==> src/rtl/fifo_flags_if.sv <==
// Queue-side bundle of a fifo_flags instance: producer/consumer
// requests plus the occupancy flags sent to flow control.
interface fifo_flags_if #(
  parameter int DATA_WIDTH = 6,
  parameter int ADDR_WIDTH = 3
);
  logic                  enable;
  logic                  push;
  logic [DATA_WIDTH-1:0] data_in;
  logic                  pop;
  logic [DATA_WIDTH-1:0] data_out;
  logic                  valid_out;
  logic [ADDR_WIDTH:0]   count;
  logic                  full;
  logic                  almost_full;
  logic                  empty;
  logic                  almost_empty;
  logic                  overflow_err;
  logic                  underflow_err;

  modport master (
    output enable, push, data_in, pop,
    input  data_out, valid_out, count,
    input  full, almost_full, empty, almost_empty,
    input  overflow_err, underflow_err
  );

  modport slave (
    input  enable, push, data_in, pop,
    output data_out, valid_out, count,
    output full, almost_full, empty, almost_empty,
    output overflow_err, underflow_err
  );
endinterface

==> src/rtl/fifo_flags.sv <==
// Synchronous FIFO with registered read data and occupancy flags
// for one flow-controlled queue; reads are paused by enable.
module fifo_flags #(
  parameter int DATA_WIDTH = 6,
  parameter int ADDR_WIDTH = 3,
  parameter int AF_THRESH  = 6,
  parameter int AE_THRESH  = 2
) (
  input logic         clk,
  input logic         reset,
  fifo_flags_if.slave bus
);
  localparam int DEPTH = 2 ** ADDR_WIDTH;
  localparam int CW    = ADDR_WIDTH + 1;

  localparam logic [CW-1:0] FULL_N = CW'(DEPTH);
  localparam logic [CW-1:0] AF_N   = CW'(AF_THRESH);
  localparam logic [CW-1:0] AE_N   = CW'(AE_THRESH);

  if (!(AE_THRESH > 0 && AE_THRESH < AF_THRESH &&
        AF_THRESH < DEPTH)) begin : g_bad_thresh
    $error("fifo_flags: need 0 < AE_THRESH < AF_THRESH < DEPTH");
  end

  logic [DATA_WIDTH-1:0] mem [DEPTH];
  logic [ADDR_WIDTH-1:0] wr_ptr;
  logic [ADDR_WIDTH-1:0] rd_ptr;
  logic [CW-1:0]         count_q;
  logic [DATA_WIDTH-1:0] dout_q;
  logic                  valid_q;
  logic                  ovf_q;
  logic                  udf_q;

  logic full_w;
  logic empty_w;
  logic pop_ok;
  logic push_ok;

  assign full_w  = (count_q == FULL_N);
  assign empty_w = (count_q == '0);
  assign pop_ok  = bus.pop & bus.enable & ~empty_w;
  assign push_ok = bus.push & (~full_w | pop_ok);

  // Storage is deliberately left out of reset.
  always_ff @(posedge clk) begin
    if (!reset && push_ok) begin
      mem[wr_ptr] <= bus.data_in;
    end
  end

  always_ff @(posedge clk) begin
    if (reset) begin
      wr_ptr  <= '0;
      rd_ptr  <= '0;
      count_q <= '0;
      dout_q  <= '0;
      valid_q <= 1'b0;
      ovf_q   <= 1'b0;
      udf_q   <= 1'b0;
    end else begin
      valid_q <= pop_ok;
      if (push_ok) begin
        wr_ptr <= wr_ptr + 1'b1;
      end
      if (pop_ok) begin
        rd_ptr <= rd_ptr + 1'b1;
        dout_q <= mem[rd_ptr];
      end
      if (push_ok && !pop_ok) begin
        count_q <= count_q + 1'b1;
      end else if (pop_ok && !push_ok) begin
        count_q <= count_q - 1'b1;
      end
      if (bus.push && full_w && !pop_ok) begin
        ovf_q <= 1'b1;
      end
      if (bus.pop && bus.enable && empty_w) begin
        udf_q <= 1'b1;
      end
    end
  end

  assign bus.data_out      = dout_q;
  assign bus.valid_out     = valid_q;
  assign bus.count         = count_q;
  assign bus.full          = full_w;
  assign bus.almost_full   = (count_q >= AF_N);
  assign bus.empty         = empty_w;
  assign bus.almost_empty  = (count_q <= AE_N);
  assign bus.overflow_err  = ovf_q;
  assign bus.underflow_err = udf_q;
endmodule

==> src/flat_wrapper.sv <==
// flat-port wrapper written by rule: the top's interface ports become plain ports
module fifo_flags_flat 
#(
  parameter int DATA_WIDTH = 6,
  parameter int ADDR_WIDTH = 3,
  parameter int AF_THRESH  = 6,
  parameter int AE_THRESH  = 2
)
  (clk, reset, bus_enable, bus_push, bus_data_in, bus_pop, bus_data_out, bus_valid_out, bus_count, bus_full, bus_almost_full, bus_empty, bus_almost_empty, bus_overflow_err, bus_underflow_err);
  fifo_flags_if #(.DATA_WIDTH(DATA_WIDTH), .ADDR_WIDTH(ADDR_WIDTH)) bus_i ();
  input logic clk;
  input logic reset;
  input wire logic [$bits(bus_i.enable)-1:0] bus_enable;
  input wire logic [$bits(bus_i.push)-1:0] bus_push;
  input wire logic [$bits(bus_i.data_in)-1:0] bus_data_in;
  input wire logic [$bits(bus_i.pop)-1:0] bus_pop;
  output wire logic [$bits(bus_i.data_out)-1:0] bus_data_out;
  output wire logic [$bits(bus_i.valid_out)-1:0] bus_valid_out;
  output wire logic [$bits(bus_i.count)-1:0] bus_count;
  output wire logic [$bits(bus_i.full)-1:0] bus_full;
  output wire logic [$bits(bus_i.almost_full)-1:0] bus_almost_full;
  output wire logic [$bits(bus_i.empty)-1:0] bus_empty;
  output wire logic [$bits(bus_i.almost_empty)-1:0] bus_almost_empty;
  output wire logic [$bits(bus_i.overflow_err)-1:0] bus_overflow_err;
  output wire logic [$bits(bus_i.underflow_err)-1:0] bus_underflow_err;
  assign bus_i.enable = bus_enable;
  assign bus_i.push = bus_push;
  assign bus_i.data_in = bus_data_in;
  assign bus_i.pop = bus_pop;
  assign bus_data_out = bus_i.data_out;
  assign bus_valid_out = bus_i.valid_out;
  assign bus_count = bus_i.count;
  assign bus_full = bus_i.full;
  assign bus_almost_full = bus_i.almost_full;
  assign bus_empty = bus_i.empty;
  assign bus_almost_empty = bus_i.almost_empty;
  assign bus_overflow_err = bus_i.overflow_err;
  assign bus_underflow_err = bus_i.underflow_err;
  fifo_flags #(.DATA_WIDTH(DATA_WIDTH), .ADDR_WIDTH(ADDR_WIDTH), .AF_THRESH(AF_THRESH), .AE_THRESH(AE_THRESH)) u_core (.clk(clk), .reset(reset), .bus(bus_i));
endmodule
==> config.mk <==
export PLATFORM = sky130hd
export DESIGN_NAME = fifo_flags_flat
export DESIGN_NICKNAME = d
export VERILOG_FILES = /design/src/rtl/fifo_flags_if.sv /design/src/rtl/fifo_flags.sv /design/src/flat_wrapper.sv
export SDC_FILE = /design/constraint.sdc
export NUM_CORES = 1
export LEC_CHECK = 0
export CORE_MARGIN = 3
export CORE_UTILIZATION = 60
export CTS_BUF_LIST = sky130_fd_sc_hd__clkbuf_4 sky130_fd_sc_hd__clkbuf_8 sky130_fd_sc_hd__clkbuf_16
export DETAILED_ROUTE_END_ITERATION = 10
export PLACE_DENSITY = 0.85
export SKIP_LAST_GASP = 1
export SLEW_MARGIN = 20
export SYNTH_ARGS = -nofsm -noshare
export SYNTH_HDL_FRONTEND = slang
export SYNTH_SLANG_ARGS = --single-unit
==> constraint.sdc <==
create_clock -name clk -period 3.9 [get_ports clk]
set_input_delay 0.975 -clock clk [delete_from_list [all_inputs] [get_ports clk]]
set_output_delay 0.975 -clock clk [all_outputs]
set_load 0.1 [all_outputs]
==> flow_summary_export.csv <==
group,metric,value,unit
die,die_area,0.005355,mm^2
cts,cts_hold_buffers,0,
timing,rsz0062_at_grt,"no",
global_route,grt_max_degree,23,
critical_path,cp_max_fo,5,
placed_design,dp_cells,253,
timing,slew_viol_final,0,
final_layout,num_antenna_cells,0,
global_route,overflow,0,
critical_path,crit_type,"in2reg",
critical_path,critPathCaptureType,"register",
hold_path,hold_class,"reg2reg",
yosys,synth_nets,195,
yosys,syn_area,0.002708,mm^2
global_route,antenna_found_initial,0,
yosys,syn_avg_cell_area,15.21,um^2
routing,detail_route.wl_per_cell,20.05,um
final_layout,instances_no_fill,269,
cts,clock-root-buffer,"clkbuf_8",
cts,cts_buffer_depth,2,
routing,via_per_inst,6.041,
timing,skew,11.39,ps
timing,whs,482.3,ps
die,rows,23,
global_route,grt_use_total,22.86,%
critical_path,path_delay_family,"compound AO/OA/AOI/OAI gates",
cts,post_cts_buffers,0,
yosys,ys.flop_type,"edfxtp_1",
timing,slew_headroom,34.07,%
timing,fmax,311.1,MHz
die,io_pins,28,
critical_path,crit_buf_inv,3,
yosys,synthArstFlopShare,0,%
die,die-width,73.18,um
hold_path,hold_path_depth,2,
timing,fin_setup_tns,0,ps
yosys,ys_ff_latch,67,
yosys,yosysUniqueCellTypes,37,
routing,drt_iter0_markers,137,
final_layout,mostFrequentLayoutCells,"edfxtp_1, nor2_1, clkdlybuf4s50_1, dfxtp_1, mux4_2",
die,start_util,64.89,%
critical_path,arrival,3440,ps
timing,finalCriticalPeriod,3214,ps
placed_design,portBuffers,27,
yosys,synth_edf_count,48,
global_route,grt_pass1_wl,8611,um
yosys,synth_cells,178,
die,core-area,0.004173,mm^2
critical_path,cpPeakStageDelay,420,ps
yosys,seq_area_frac_synth,67.28,%
timing,worstMarginPinSlew,985.9,ps
timing,setup_ws,685.6,ps
placed_design,place_ws,348.7,ps
critical_path,worstRegToRegCells,10,
critical_path,crit_path_cell_trace,"clkdlybuf4s50_1 > and2_1 > o21ai_1 > inv_1 > ha_1 > inv_1 > ha_1 > a21oi_1 > a211oi_1 > a31oi_1 > mux2_2",
routing,drtAntennaViolNets,0,
flow_run,drv_cap,0,
final_layout,final_common_cell,"edfxtp_1",
cts,cts.htree.levels,3,
critical_path,start_kind,"input pin",
cts,cts.clk_slew.worst_paths,70,ps
final_layout,syn_to_final_growth,19.55,%
final_layout,layout.nets,231,
power,peakVddDrop,0.0004651,V
outcome,status,"finished clean",
power,power_density,732.0,mW/mm^2
placed_design,placed_area,0.003038,mm^2
routing,wirelength,5394,um
cts,cts_resized,0,
cts,cts_buffers,9,
final_layout,drive_gt1_share,21.46,%
cts,cts_sinks,67,
global_route,grt_pass1_vias,1699,
timing,post-route-period-util,82.42,%
critical_path,cp_slowest_cell,"clkdlybuf4s50_1",
die,chipHeight,73.18,um
yosys,yosys_warnings,0,
timing,final-setup-viol-count,0,
placed_design,place_congestion,0.8611,
final_layout,final_cell_area,0.003237,mm^2
timing,finalHoldViolCount,0,
routing,num_vias,1625,
cts,cts_tree,"built",
cts,worst_skew_pair.late_latency,340,ps
power,power_leakage,1.126,nW
critical_path,crit_required,4120,ps
placed_design,dp_hpwl,3787,um
critical_path,path_depth,11,
routing,drcViolationCount,0,
routing,drt-pass1-iter-count,4,
==> through the flow <==
stage          util (%)  power, mW
6_report          77.57      2.369
5_1_grt           77.57      2.471
4_1_cts           77.57      2.383
3_5_place_dp      72.80      1.823
3_3_place_gp      72.80      1.780
2_1_floorplan         -      1.611
==> sequential cells by signal, summed over array words and instances, names as in the netlist <==
| signal | flops |
|---|---|
| u_core.mem | 48 |
| u_core.bus.data_out | 6 |
| u_core.bus.count | 4 |
| u_core.rd_ptr | 3 |
| u_core.wr_ptr | 3 |
| u_core.bus.overflow_err | 1 |
| u_core.bus.underflow_err | 1 |
| u_core.bus.valid_out | 1 |
==> per-layer routing <==
metal	track usage (%)	up-vias	wire (um)
met2	36.64	70	2813
met4	7.992	0	113
met1	28.91	793	2027
met3	8.127	12	439
li1	-	750	-
met5	0	-	0
==> synthesized netlist by cell type, types with 3 or more instances <==
cell type	count	share of area, %
a21oi_1	5	0.92
clkbuf_1	3	0.42
dfxtp_1	19	14
edfxtp_1	48	53
ha_1	5	2.3
inv_1	4	0.55
mux4_2	12	10
nand2_1	7	0.97
nand3_1	4	0.74
nor2_1	26	3.6
nor3_2	6	2.2
o22ai_1	5	1.2
xor2_1	4	1.3
==> cell families (layout without fill, tap and decap cells) <==
logic type                 Yosys count  after routing  synth area share [%]
DFF                                 67             67                 67.28
AOI/OAI and AO/OA                   18             18                 4.297
muxes                               14             14                 10.77
buffers and inverters               11             52                 1.755
and+or+nand+nor                     56             56                 10.91
xor gates and xnor gates             6              6                 1.941
adders and majority gates            6              6                 3.050
==> final timing paths <==
check | startpoint | end | slack (ps)
worst min register to register | u_core.bus.overflow_err | u_core.bus.overflow_err | 480
worst max-delay path | bus_pop | u_core.bus.count[3] | 690
worst max register to register | u_core.bus.count[3] | u_core.bus.count[3] | 940
worst min-delay path | u_core.bus.overflow_err | u_core.bus.overflow_err | 480
==> worst min-delay path: stages, from the launching register on <==
cell and delay [ps]:
dfxtp_1 330, a31oi_1 40, nor2_1 70
==> area by class of cell <==
cell class	count	area, um^2
Clock inverter	3	38.79
Inverter	5	20.02
Sequential cell	67	1822
Multi-Input combinational cell	100	843.3
Tap cell	50	62.56
Clock buffer	13	160.2
Timing Repair Buffer	31	290.3
Fill cell	247	935.9
==> where the power goes <==
group          switching, mW  total (mW)  internal, mW
sequential            0.0856       0.910         0.824
clock                  0.234       0.565         0.331
combinational          0.637       0.895         0.258
(Power assumes the default switching activity.)
